[src/rtl/w5500_slv_pkg.sv]
// Shared types and constants for the W5500 SPI responder: FSM states,
// operation-mode encodings and the fixed-length byte-count lookup.
package w5500_slv_pkg;

    typedef enum logic [2:0] {
        IDLE,
        ADDR_HI,
        ADDR_LO,
        CTRL,
        DATA,
        DONE
    } state_t;

    localparam logic [1:0] OM_VDM  = 2'b00;
    localparam logic [1:0] OM_FDM1 = 2'b01;
    localparam logic [1:0] OM_FDM2 = 2'b10;
    localparam logic [1:0] OM_FDM4 = 2'b11;

    localparam logic RWB_WRITE = 1'b1;

    // Variable-length mode has no byte limit and reports 0.
    function automatic logic [2:0] om_byte_count(input logic [1:0] om);
        case (om)
            OM_FDM1: return 3'd1;
            OM_FDM2: return 3'd2;
            OM_FDM4: return 3'd4;
            default: return 3'd0;
        endcase
    endfunction

endpackage

[src/rtl/spi_slv_sync_edge.sv]
// Multi-flop synchronizer for one SPI pin with rise/fall detection
// taken from the last two synchronized samples.
module spi_slv_sync_edge #(
    parameter int SYNC_STAGES = 2
) (
    input  logic clk,
    input  logic rst_n,
    input  logic din,
    output logic dout,
    output logic rise,
    output logic fall
);

    logic [SYNC_STAGES-1:0] sync_q;
    logic                   prev_q;

    // Resetting to 0 means a CS held low across reset never looks like a
    // falling edge, so the slave waits for a clean new frame.
    always_ff @(posedge clk or negedge rst_n) begin
        if (!rst_n) begin
            sync_q <= '0;
            prev_q <= 1'b0;
        end else begin
            sync_q <= {sync_q[SYNC_STAGES-2:0], din};
            prev_q <= sync_q[SYNC_STAGES-1];
        end
    end

    assign dout = sync_q[SYNC_STAGES-1];
    assign rise = dout & ~prev_q;
    assign fall = ~dout & prev_q;

endmodule

[src/rtl/w5500_spi_slave.sv]
// W5500 host-interface SPI responder (mode 0, MSB first) for simulation and
// loop-back. Define W5500_SLV_ERR_EN to add the o_err framing-error pulse.
module w5500_spi_slave
    import w5500_slv_pkg::*;
#(
    parameter int   SYNC_STAGES = 2,
    parameter logic IDLE_MISO   = 1'b0
) (
    input  logic        clk,
    input  logic        rst_n,
    input  logic        spi_cs,
    input  logic        spi_sck,
    input  logic        spi_mosi,
    output logic        spi_miso,
    output logic [15:0] o_addr,
    output logic [4:0]  o_bsb,
    output logic        o_wr_en,
    output logic [7:0]  o_wr_dat,
    output logic        o_rd_req,
    input  logic [7:0]  i_rd_dat,
    output logic        o_frame_end
`ifdef W5500_SLV_ERR_EN
    ,
    output logic        o_err
`endif
);

    logic cs_rise, cs_fall, sck_rise, sck_fall, mosi_s;

    spi_slv_sync_edge #(.SYNC_STAGES(SYNC_STAGES)) u_cs (
        .clk(clk), .rst_n(rst_n), .din(spi_cs),
        .dout(), .rise(cs_rise), .fall(cs_fall)
    );

    spi_slv_sync_edge #(.SYNC_STAGES(SYNC_STAGES)) u_sck (
        .clk(clk), .rst_n(rst_n), .din(spi_sck),
        .dout(), .rise(sck_rise), .fall(sck_fall)
    );

    spi_slv_sync_edge #(.SYNC_STAGES(SYNC_STAGES)) u_mosi (
        .clk(clk), .rst_n(rst_n), .din(spi_mosi),
        .dout(mosi_s), .rise(), .fall()
    );

    state_t      state_q, state_nxt;
    logic [2:0]  bit_cnt_q;
    logic [6:0]  shift_q;
    logic [7:0]  rx_byte;
    logic        rwb_q;
    logic [1:0]  om_q;
    logic [2:0]  byte_cnt_q;
    logic        wr_pend_q;
    logic        rd_load_q;
    logic [7:0]  tx_q;
    logic        miso_q;

    logic        shift_en, byte_done, tx_en, frame_end_set;
`ifdef W5500_SLV_ERR_EN
    logic        err_set;
`endif

    assign rx_byte = {shift_q, mosi_s};

    always_ff @(posedge clk or negedge rst_n) begin
        if (!rst_n) state_q <= IDLE;
        else        state_q <= state_nxt;
    end

    // A CS rise outranks everything else, including a coincident 8th SCK rise.
    always_comb begin
        state_nxt     = state_q;
        shift_en      = 1'b0;
        byte_done     = 1'b0;
        tx_en         = 1'b0;
        frame_end_set = 1'b0;
`ifdef W5500_SLV_ERR_EN
        err_set       = 1'b0;
`endif
        if (state_q != IDLE && cs_rise) begin
            state_nxt     = IDLE;
            frame_end_set = 1'b1;
`ifdef W5500_SLV_ERR_EN
            err_set       = (bit_cnt_q != 3'd0);
`endif
        end else begin
            case (state_q)
                IDLE: if (cs_fall) state_nxt = ADDR_HI;
                ADDR_HI, ADDR_LO, CTRL, DATA: begin
                    shift_en  = sck_rise;
                    byte_done = sck_rise && (bit_cnt_q == 3'd7);
                    tx_en     = sck_fall && (state_q == DATA) && (rwb_q != RWB_WRITE);
                    if (byte_done) begin
                        case (state_q)
                            ADDR_HI: state_nxt = ADDR_LO;
                            ADDR_LO: state_nxt = CTRL;
                            CTRL:    state_nxt = DATA;
                            default: begin
                                if (om_q != OM_VDM &&
                                    (byte_cnt_q + 3'd1) == om_byte_count(om_q))
                                    state_nxt = DONE;
                            end
                        endcase
                    end
                end
                DONE: begin
`ifdef W5500_SLV_ERR_EN
                    err_set = sck_rise;
`endif
                end
                default: state_nxt = IDLE;
            endcase
        end
    end

    // Writes strobe one cycle after the data byte lands and bump the address
    // afterwards; reads bump first so o_rd_req always names the next byte.
    always_ff @(posedge clk or negedge rst_n) begin
        if (!rst_n) begin
            bit_cnt_q   <= '0;
            shift_q     <= '0;
            o_addr      <= '0;
            o_bsb       <= '0;
            rwb_q       <= 1'b0;
            om_q        <= '0;
            byte_cnt_q  <= '0;
            o_wr_dat    <= '0;
            o_wr_en     <= 1'b0;
            wr_pend_q   <= 1'b0;
            o_rd_req    <= 1'b0;
            rd_load_q   <= 1'b0;
            tx_q        <= '0;
            miso_q      <= IDLE_MISO;
            o_frame_end <= 1'b0;
        end else begin
            o_frame_end <= frame_end_set;
            o_wr_en     <= wr_pend_q;
            wr_pend_q   <= 1'b0;
            o_rd_req    <= 1'b0;
            rd_load_q   <= o_rd_req;

            if (state_q == IDLE || frame_end_set) begin
                bit_cnt_q <= '0;
            end else if (shift_en) begin
                shift_q   <= rx_byte[6:0];
                bit_cnt_q <= bit_cnt_q + 3'd1;
            end

            if (o_wr_en) o_addr <= o_addr + 16'd1;

            if (byte_done) begin
                case (state_q)
                    ADDR_HI: o_addr[15:8] <= rx_byte;
                    ADDR_LO: o_addr[7:0]  <= rx_byte;
                    CTRL: begin
                        o_bsb      <= rx_byte[7:3];
                        rwb_q      <= rx_byte[2];
                        om_q       <= rx_byte[1:0];
                        byte_cnt_q <= '0;
                        miso_q     <= IDLE_MISO;
                        if (rx_byte[2] != RWB_WRITE) o_rd_req <= 1'b1;
                    end
                    DATA: begin
                        byte_cnt_q <= byte_cnt_q + 3'd1;
                        if (rwb_q == RWB_WRITE) begin
                            o_wr_dat  <= rx_byte;
                            wr_pend_q <= 1'b1;
                        end else begin
                            o_addr <= o_addr + 16'd1;
                            if (state_nxt == DATA) o_rd_req <= 1'b1;
                        end
                    end
                    default: ;
                endcase
            end

            if (rd_load_q) begin
                tx_q <= i_rd_dat;
            end else if (tx_en) begin
                miso_q <= tx_q[7];
                tx_q   <= {tx_q[6:0], 1'b0};
            end
        end
    end

`ifdef W5500_SLV_ERR_EN
    always_ff @(posedge clk or negedge rst_n) begin
        if (!rst_n) o_err <= 1'b0;
        else        o_err <= err_set;
    end
`endif

    assign spi_miso = (state_q == DATA && rwb_q != RWB_WRITE) ? miso_q : IDLE_MISO;

endmodule
[config.mk]
export PLATFORM = sky130hd
export DESIGN_NAME = w5500_spi_slave
export DESIGN_NICKNAME = d
export VERILOG_FILES = /design/src/rtl/w5500_slv_pkg.sv /design/src/rtl/spi_slv_sync_edge.sv /design/src/rtl/w5500_spi_slave.sv
export SDC_FILE = /design/constraint.sdc
export NUM_CORES = 1
export LEC_CHECK = 0
export CAP_MARGIN = 20
export CORE_ASPECT_RATIO = 0.5
export CORE_MARGIN = 2
export CORE_UTILIZATION = 35
export CTS_BUF_LIST = sky130_fd_sc_hd__clkbuf_16
export CTS_CLUSTER_SIZE = 30
export DETAILED_ROUTE_END_ITERATION = 16
export PLACE_DENSITY = 0.53
export SLEW_MARGIN = 0
export SYNTH_ARGS = -nofsm -noshare
export SYNTH_HDL_FRONTEND = slang
export SYNTH_SLANG_ARGS = --single-unit
[constraint.sdc]
create_clock -name clk -period 2.6 [get_ports clk]
set_input_delay 0.39 -clock clk [delete_from_list [all_inputs] [get_ports clk]]
set_output_delay 0.39 -clock clk [all_outputs]
set_load 0.005 [all_outputs]
# Word level (Yosys, flattened, before mapping)
# Cells that the tools add are included.
[op_classes] add_sub_neg=3 n_mux=41 eq_ne=11 n_bitwise=10 n_reduce_logical=19
[op_table] op="2-to-1 mux 16 bit" count=3
[op_table] op="case mux 8 bit (2 select lines)" count=2
[op_table] op="2-to-1 mux 3 bit" count=10
[op_table] op="case mux 3 bit (3 select lines)" count=3
[op_table] op="2-to-1 mux 1 bit" count=19
[op_table] op="adder 16 x 1 -> 16 bit (second input constant)" count=1
[op_table] op="2-to-1 mux 8 bit" count=2
[op_table] op="== test 3 bit (second input constant)" count=4
[op_table] op="nonzero test 2 bit" count=4
[op_table] op="adder 3 x 1 -> 3 bit (second input constant)" count=2
[op_table] op="== test 3 x 2 -> 1 bit (second input constant)" count=2
[op_table] op="logical AND 1 bit" count=6
[op_table] op="inverter 1 bit" count=6
[op_table] op="case mux 3 bit (2 select lines)" count=1
[op_table] op="AND reduction 2 bit" count=3
[op_table] op="AND 1 bit" count=4
[op_table] op="== test 2 bit (second input constant)" count=2
[op_table] op="OR reduction 4 bit" count=1
[op_table] op="== test 3 x 1 -> 1 bit (second input constant)" count=1
[op_table] op="== test 3 bit" count=1
[op_table] op="zero test 3 bit" count=1
[op_table] op="AND reduction 3 bit" count=1
[op_table] op="nonzero test 3 bit" count=1
[op_table] op="OR reduction 3 bit" count=1
[op_table] op="other kinds (3)" count=3
[totals] inputBits=13 elab_cells=105 regBits=70

# Logic depth before layout (Yosys ltp)
# Gate-level depths: netlist of run 1.
[depth] word_depth=18 depth_mapped=8 mapped_depth_nobuf=7

# By module
# Synthesis of run 1 repeated with hierarchy kept, for this count alone.
[unflattened] cells_unflattened=330 hier_area_um2=3539.6
[by_module_without_submodules] mod="w5500_spi_slave" area_each_um2=3269.4 n_inst=1 cells_each=315 seq_area_each_um2=1551.5
[by_module_without_submodules] mod="spi_slv_sync_edge" area_each_um2=90.1 n_inst=3 cells_each=5 seq_area_each_um2=75.1

# Worst setup path after synthesis of run 1
# No wires, ideal clock.
[synth_path] path_kind="register -> register" from="register bit_cnt_q[0]" to="register o_addr[11]" setup_time_ns=0.128 n_path_buf=1 period_less_slack_ns=2.029 t_required_ns=2.472 slack_ns=0.571 stages_incl_launch_ff=9 t_arrival_ns=1.901 cell_sequence="dfrtp_1 -> ha_1 -> ha_1 -> and3b_1 -> buf_2 -> a31oi_1 -> and4b_1 -> o221ai_1 -> o21ai_1"
[synth_between] elab_chain_len=5
[synth_lines] item="start: declaration" line_no="w5500_spi_slave.sv:46" text="logic [2:0] bit_cnt_q;"
[synth_lines] item="start signal: assignment" line_no="w5500_spi_slave.sv:145" text="bit_cnt_q <= bit_cnt_q + 3'd1;"
[synth_lines] item="== test 3 bit" line_no="w5500_spi_slave.sv:90" text="byte_done = sck_rise && (bit_cnt_q == 3'd7);"
[synth_lines] item="logical AND 1 bit" line_no="w5500_spi_slave.sv:90"
[synth_lines] item="2-to-1 mux 1 bit" line_no="w5500_spi_slave.sv:86" text="case (state_q)"
[synth_lines] item="2-to-1 mux 1 bit" line_no="w5500_spi_slave.sv:79" text="if (state_q != IDLE && cs_rise) begin"
[synth_lines] item="2-to-1 mux 16 bit" line_no="w5500_spi_slave.sv:150" text="if (byte_done) begin"
[synth_lines] item="end signal: assignment" line_no="w5500_spi_slave.sv:148" text="if (o_wr_en) o_addr <= o_addr + 16'd1;"
[synth_lines] item="end signal: assignment" line_no="w5500_spi_slave.sv:152" text="ADDR_HI: o_addr[15:8] <= rx_byte;"
[synth_lines] item="end signal: assignment" line_no="w5500_spi_slave.sv:168" text="o_addr <= o_addr + 16'd1;"
[synth_lines] item="end: declaration" line_no="w5500_spi_slave.sv:15" text="output logic [15:0] o_addr,"
# Every way passes these cells.
# A chain may end at the register's enable or synchronous reset.

# Worst setup path in the final report of run 1
[layout_path] from="register state_q[0]" to="output spi_miso"
[layout_between] elab_chain_len=3
[layout_lines] item="start: declaration" line_no="w5500_spi_slave.sv:45" text="state_t state_q, state_nxt;"
[layout_lines] item="start signal: assignment" line_no="w5500_spi_slave.sv:66" text="else state_q <= state_nxt;"
[layout_lines] item="== test 3 bit" line_no="w5500_spi_slave.sv:192" text="assign spi_miso = (state_q == DATA && rwb_q != RWB_WRITE) ? miso_q : IDLE_MISO;"
[layout_lines] item="logical AND 1 bit" line_no="w5500_spi_slave.sv:192"
[layout_lines] item="2-to-1 mux 1 bit" line_no="w5500_spi_slave.sv:192"
[layout_lines] item="end: declaration" line_no="w5500_spi_slave.sv:14" text="output logic spi_miso,"
# Every way passes these cells.

==> results.md, run 1 <==
* Fin. Hold Viols at 0
* Hold_ws at 99.06 ps
* DP Cell Count at ~500
* Vias in the first global route at roughly 2800
* Slew @ Worst Pin at approximately 760 ps
* Slew margin rel. at approximately 49%
* Hold_buf cts at 0
* Max-cap violations at 0
* Area after DPL at roughly 0.004 mm²
* Final Wtd Congestion at 0.8944
* Cells after Synth at around 330
* Root buffer cell: clkbuf_16
* # DRC at 0
* Hold/Removal Path Class: primary input to async pin
* Highest ir drop seen on vdd at between 0.3 and 0.4 mV
* Synth Net Count at between 300 and 400
* First DRT Iteration DRCs at around 250
* Area fraction of the dominant cell type after synthesis at between 50% and 60%
* Post-Layout Cell Count at between 500 and 600
* Fmax at 0.4012 GHz
* Buffer and inverter count on the worst path at 2
* Finished Core Util at around 46%
* Final period util at 95.87%
* Std-Cell Rows at 25
* # fillers at about 900
* IO Count at 46
* Outcome: completed
* Initial antenna violation count at 0
* Crit-path slowest cell: dfrtp_1
* Crit-path cells: nor4b_2, buf_4, and2_1, clkdlybuf4s50_1
* Setup crit start kind: register
* Warnings, synthesis at 0
* Gr ovfl total at 0
* Worst-path clk slew at ~60 ps
* Routed Wire Length at ~8600 µm
* Final ANT Viol Nets at 0
* Synth top cells by count: dfrtp_1, nand2_1, nor2_1
* Syn Std Cell Area at roughly 0.0035 mm²
* Min Tclk post-route at 2493 ps
* CTS tree: built
* Share of layout cells above drive strength 1 at a little over an eighth
* Number of post-CTS setup repair buffers at 0
* Clock skew at 7.142 ps
* Maximum clock path buffer count at 2
* Largest stage delay, worst path at approximately 570 ps
* Total number of vias at 2737
* Pleak at about 1.9 nW
* Multi-input gate area at 0.001629 mm²
* Drt wl/cell at 16.50 µm
* Die height at 74.30 µm
* Tot GR Track Use at 17.89%
* IO buf count at 45
* CP Class: register to primary output
* First-pass GRT wire length at about 14000 µm
* Hpwl dp at about 6000 µm
* Starting Density at 36.26%
* Register area share after synthesis at around half
* Design Area, Final at 0.004384 mm²
* Synth top area cells: dfrtp_1, mux2_2, xor2_1, nand2_1, mux2i_1
* Largest net degree at the start of global routing at 32
* Ant diodes at 0
* RSZ-0062 raised after global routing: false
* Setup crit end kind: primary output
* 1st-pass router iterations at 4
* Data arrival, critical path at between 2000 and 2500 ps
* Worst Path Max Fanout at 16
* Cell accounting for the most synthesized area: dfrtp_1
* Worst-Skew Late Latency at roughly 330 ps
* Via density per instance at between 5 and 6
* Setup violations, final at 0
* Core ar. at about 0.0095 mm²
* Syn_area_per_cell at about 11 µm²
* Clk sinks at 70
* Pwr/cell area at slightly above 600 mW/mm²
* CP top delay family: buffers and inverters
* Pins over their slew limit at 0
* Required time of the worst setup path at approximately 2200 ps
* Fin nets at between 300 and 400
* Number of synthesized flops with an enable pin at 0
* CTS Buf Count at 9
* Area Growth Syn to Fin at 26.73%
* Register area at approximately 0.0018 mm²
* Main synth FF type: dfrtp_1
* Yosys cell types at 56
* Post-synthesis register bit count at 70
* Most common cell in the netlist: dfrtp_1
* DIE WIDTH at 144.6 µm
* Max H-tree Level at 3
* DIE AREA at between 0.01 and 0.015 mm²
* Setup_tns at 0 ps
* Async SR Flop Fraction at between 90% and 100%
[report_power, final]
group | internal, mW | switching [mW] | total [mW]
clock network | 0.725 | 0.434 | 1.16
logic | 0.0992 | 0.108 | 0.208
registers | 1.16 | 0.128 | 1.29
[routing by layer]
metal / global-route usage (%) / vias to the layer above / share of wire (%) / routed length, µm
li1: - / 1314 / - / -
met1: 24.22 / 1340 / 49 / 4161
met2: 28.01 / 74 / 46 / 3962
met3: 4.443 / 9 / 4.1 / 354
met4: 7.335 / 0 / 1.2 / 100
met5: 0 / - / 0 / 0
[state kept, by name, summed over array words and instances (netlist names), 2 cells and up]
signal	flops
byte_cnt_q	3
u_sck.sync_q	2
o_bsb	5
bit_cnt_q	3
state_q	3
shift_q	7
u_cs.sync_q	2
u_mosi.sync_q	2
o_addr	16
o_wr_dat	8
tx_q	8
om_q	2
[worst reg2reg max path, delay by kind of cell, from the launching register on]
kind                       cells  cell delay, ps
AOI/OAI and AO/OA              2             930
and+or+nand+nor                2             500
DFF                            1             410
adders and majority gates      2             400
buffers and inverters          1              70
[cells by family after synthesis]
logic type	count (synthesis)	synth area share (%)
AOI/OAI and AO/OA	68	13.24
DFF	70	50.63
xor gates and xnor gates	16	4.051
adders and majority gates	4	1.447
buffers and inverters	19	2.279
and+or+nand+nor	122	19.20
muxes	29	9.150
[per-stage QoR]
stage                     worst slack [ps]  power (mW)
after detailed placement             218.3       1.519
after global placement               318.2       1.510
after global routing                 4.116       2.783
after CTS                            6.501       2.704
final                                107.4       2.653
after floorplan                      571.1       1.374
[worst paths after layout]
check	depth (start not counted)	to	slack [ps]	start
max	4	spi_miso	110	state_q[0]
min in group clk	0	o_wr_en	340	wr_pend_q
max in group asynchronous	2	o_frame_end	1850	rst_n
min	1	o_wr_en	100	rst_n
min reg2reg	0	o_wr_en	340	wr_pend_q
max reg2reg	7	o_addr[1]	170	bit_cnt_q[0]
[what timing repair did]
| item | CTS | global route |
|---|---|---|
| hold endpoints to repair | 0 | 0 |
| endpoints found under the setup margin | 0 | 1 |
| resized for setup | 0 | 1 |
[cells in the final DEF (no fill, tap or decap), types with 3 or more instances in the layout]
cell type / count
a31oi_1: 5
inv_1: 8
nor3_1: 9
a21oi_1: 12
mux2_1: 6
clkbuf_16: 9
clkdlybuf4s50_1: 44
o221ai_1: 4
xor2_1: 15
or3_1: 3
o21ai_0: 9
mux2_2: 15
nand2_1: 34
nand3_1: 16
ha_1: 4
nor2_1: 18
nand2b_1: 6
mux2i_1: 8
nand3b_1: 3
nand4_1: 6
o21ai_1: 11
dfrtp_1: 69
clkinv_2: 3
a22oi_1: 6
o22ai_1: 7
buf_4: 8
and3_1: 4
[cell type report]
type	count	area share (%)
sequential	70	39.98
multi-input combinational	239	37.16
timing repair buffer	54	11.99
clock buffer	9	5.137
tap	135	3.853
clock inverter	5	1.199
inverter	8	0.6849
Note: power is estimated with default switching activity, not from simulation.
==> run 2: changes to the inputs <==
--- a/config.mk
+++ b/config.mk
@@ -13,7 +13,9 @@
 export CTS_CLUSTER_SIZE = 30
 export DETAILED_ROUTE_END_ITERATION = 16
 export PLACE_DENSITY = 0.53
+export REMOVE_ABC_BUFFERS = 1
 export SLEW_MARGIN = 0
 export SYNTH_ARGS = -nofsm -noshare
 export SYNTH_HDL_FRONTEND = slang
+export SYNTH_HIERARCHICAL = 1
 export SYNTH_SLANG_ARGS = --single-unit
==> run 2 against run 1 <==
Compared with the run above: non-clock buffer count down 3; first-iteration DRC count down 21%; clock-buffer cell count unchanged; critical path type unchanged.
==> results.md, run 2 <==
* Outcome: completed (unchanged)
* Crit. Startpoint: state_q[0] (unchanged)
* Required time of the worst setup path at 2210 ps (about the same)
* CTS Buf Count at 9 (unchanged)
* IO buf count at 45 (unchanged)
* First-pass GRT wire length at 14210 µm (was 14360 µm)
* Core ar. at 0.009572 mm² (was 0.009540 mm²)
* Vias in the first global route at 2624 (was 2807)
* Ant diodes at 0 (unchanged)
* Syn_area_per_cell at 10.70 µm² (was 10.55 µm²)
* Hold/Removal Path Class: primary input to async pin (unchanged)
* Setup crit end kind: primary output (unchanged)
* First DRT Iteration DRCs at 195 (was 246)
* Max FFs per register at 16 (unchanged)
* Max-cap violations at 0 (unchanged)
* Die height at 74.71 µm (was 74.30 µm)
* Setup violations, final at 0 (unchanged)
* Finished Core Util at 45.84% (was 45.95%)
* Setup crit start kind: register (unchanged)
* Commonest cells after routing, fill and taps aside: dfrtp_1, clkdlybuf4s50_1, nand2_1 (unchanged)
* Buffer and inverter count on the worst path at 1 (was 2)
* Share of layout cells above drive strength 1 at 15.22% (was 13.25%)
* Largest registers: o_addr x16, o_wr_dat x8, tx_q x8 (unchanged)
* Final ANT Viol Nets at 0 (unchanged)
* Syn Std Cell Area at 0.003500 mm² (was 0.003460 mm²)
* Largest net degree at the start of global routing at 71 (was 32)
* IO Count at 46 (unchanged)
* Area Growth Syn to Fin at 25.38% (was 26.73%)
* # fillers at 923 (was 908)
* Worst-path clk slew at 50 ps (was 60 ps)
* Pins over their slew limit at 0 (unchanged)
* DIE AREA at 0.01086 mm² (was 0.01074 mm²)
* Maximum clock path buffer count at 2 (unchanged)
* DIE WIDTH at 145.4 µm (was 144.6 µm)
* Pwr/cell area at 649.2 mW/mm² (was 605.1 mW/mm²)
* Pleak at 1.846 nW (was 1.913 nW)
* Initial antenna violation count at 0 (unchanged)
* Crit-path cells: nor4b_4, and2_1, clkdlybuf4s50_1 (was nor4b_2, buf_4, and2_1, clkdlybuf4s50_1)
* Clock skew at 8.096 ps (was 7.142 ps)
* Register area at 0.001752 mm² (was 0.001753 mm²)
* CP Class: register to primary output (unchanged)
* Reg2Reg Setup Slack at 310 ps (was 170 ps)
* CP top delay family: simple AND/OR/NAND/NOR gates (was buffers and inverters)
* Worst Path Max Fanout at 17 (was 16)
* # resized after CTS at 0 (unchanged)
* # DRC at 0 (unchanged)
* Via density per instance at 5.314 (was 5.263)
* 1st-pass router iterations at 4 (unchanged)
* Gr ovfl total at 0 (unchanged)
* RSZ-0062 raised after global routing: false (unchanged)
* Setup_tns at 0 ps (unchanged)
* Slew @ Worst Pin at 620.4 ps (was 760.4 ps)
* Drt wl/cell at 16.39 µm (was 16.50 µm)
* Final period util at 96.13% (was 95.87%)
* Worst reg-to-reg path cell count at 7 (unchanged)
* Hold_buf cts at 0 (unchanged)
* Max H-tree Level at 3 (unchanged)
* Min Tclk post-route at 2499 ps (was 2493 ps)
* Hpwl dp at 5889 µm (was 6175 µm)
* Slew margin rel. at 58.64% (was 49.07%)
* Fin nets at 393 (was 399)
* Number of post-CTS setup repair buffers at 0 (unchanged)
* Most flops, register: o_addr (unchanged)
* Starting Density at 36.56% (was 36.26%)
* Tot GR Track Use at 16.77% (was 17.89%)
* CTS tree: built (unchanged)
* Clk sinks at 70 (unchanged)
* Cells after Synth at 327 (was 328)
* Worst-Skew Late Latency at 330 ps (about the same)
* Highest ir drop seen on vdd at 0.3180 mV (was 0.3040 mV)
* Multi-input gate area at 0.001650 mm² (was 0.001629 mm²)
* Tot Pwr at 2.849 mW (was 2.653 mW)
* Fin. Hold Viols at 0 (unchanged)
* Data arrival, critical path at 2110 ps (was 2100 ps)
* Largest stage delay, worst path at 600 ps (was 570 ps)
* Crit-path slowest cell: dfrtp_1 (unchanged)
* Warnings, synthesis at 6 (was 0)
* Critical R2R Launch: bit_cnt_q[0] (unchanged)
* Fmax at 0.4001 GHz (was 0.4012 GHz)
* Routed Wire Length at 8457 µm (was 8579 µm)
* Final Wtd Congestion at 0.8475 (was 0.8944)
* Total number of vias at 2742 (was 2737)
* RR Endpoint: o_addr[11] (was o_addr[1])
* Std-Cell Rows at 25 (unchanged)
* Commonest non-fill, non-tap cell in the layout: dfrtp_1 (unchanged)
* Root buffer cell: clkbuf_16 (unchanged)
[run 2: cell type report]
class,instances,area share (%)
clock inverters,7,1.340
multi-input cells,236,37.61
repair buffers,51,11.46
clock buffers,9,5.133
inverters,8,0.6843
flip-flops and latches,70,39.92
well taps,135,3.849
[run 2: worst max path at each step]
| stage | end | slack [ps] | cells after the start |
|---|---|---|---|
| after floorplan | o_addr[11] | 310 | 6 |
| after global routing | spi_miso | 4 | 3 |
| after CTS | spi_miso | 80 | 3 |
| final | spi_miso | 100 | 3 |
| after detailed placement | o_bsb[4] | 360 | 5 |
| after global placement | spi_miso | 430 | 3 |
[run 2: power by group]
part | switching, mW | internal [mW] | total, mW
combinational | 0.159 | 0.163 | 0.322
clock | 0.443 | 0.728 | 1.17
sequential | 0.179 | 1.18 | 1.36
[run 2: through the flow]
stage	worst slack [ps]	std cells	instance area, µm²	hold slack, ps
floorplan	309.7	314	3432	94.41
global placement	432.2	500	4104	334.0
detailed placement	362.4	500	4104	334.7
CTS	84.81	516	4388	102.2
global route	4.287	516	4388	113.2
finish	100.6	516	4388	86.61
[run 2: metal layers]
layer,wire [µm],vias up,track usage (%),share of wire [%]
met5,0,-,0,0
met4,63,0,4.793,0.74
met3,386,6,4.485,4.6
met2,3631,73,24.43,43
met1,4374,1352,24.67,52
li1,-,1311,-,-
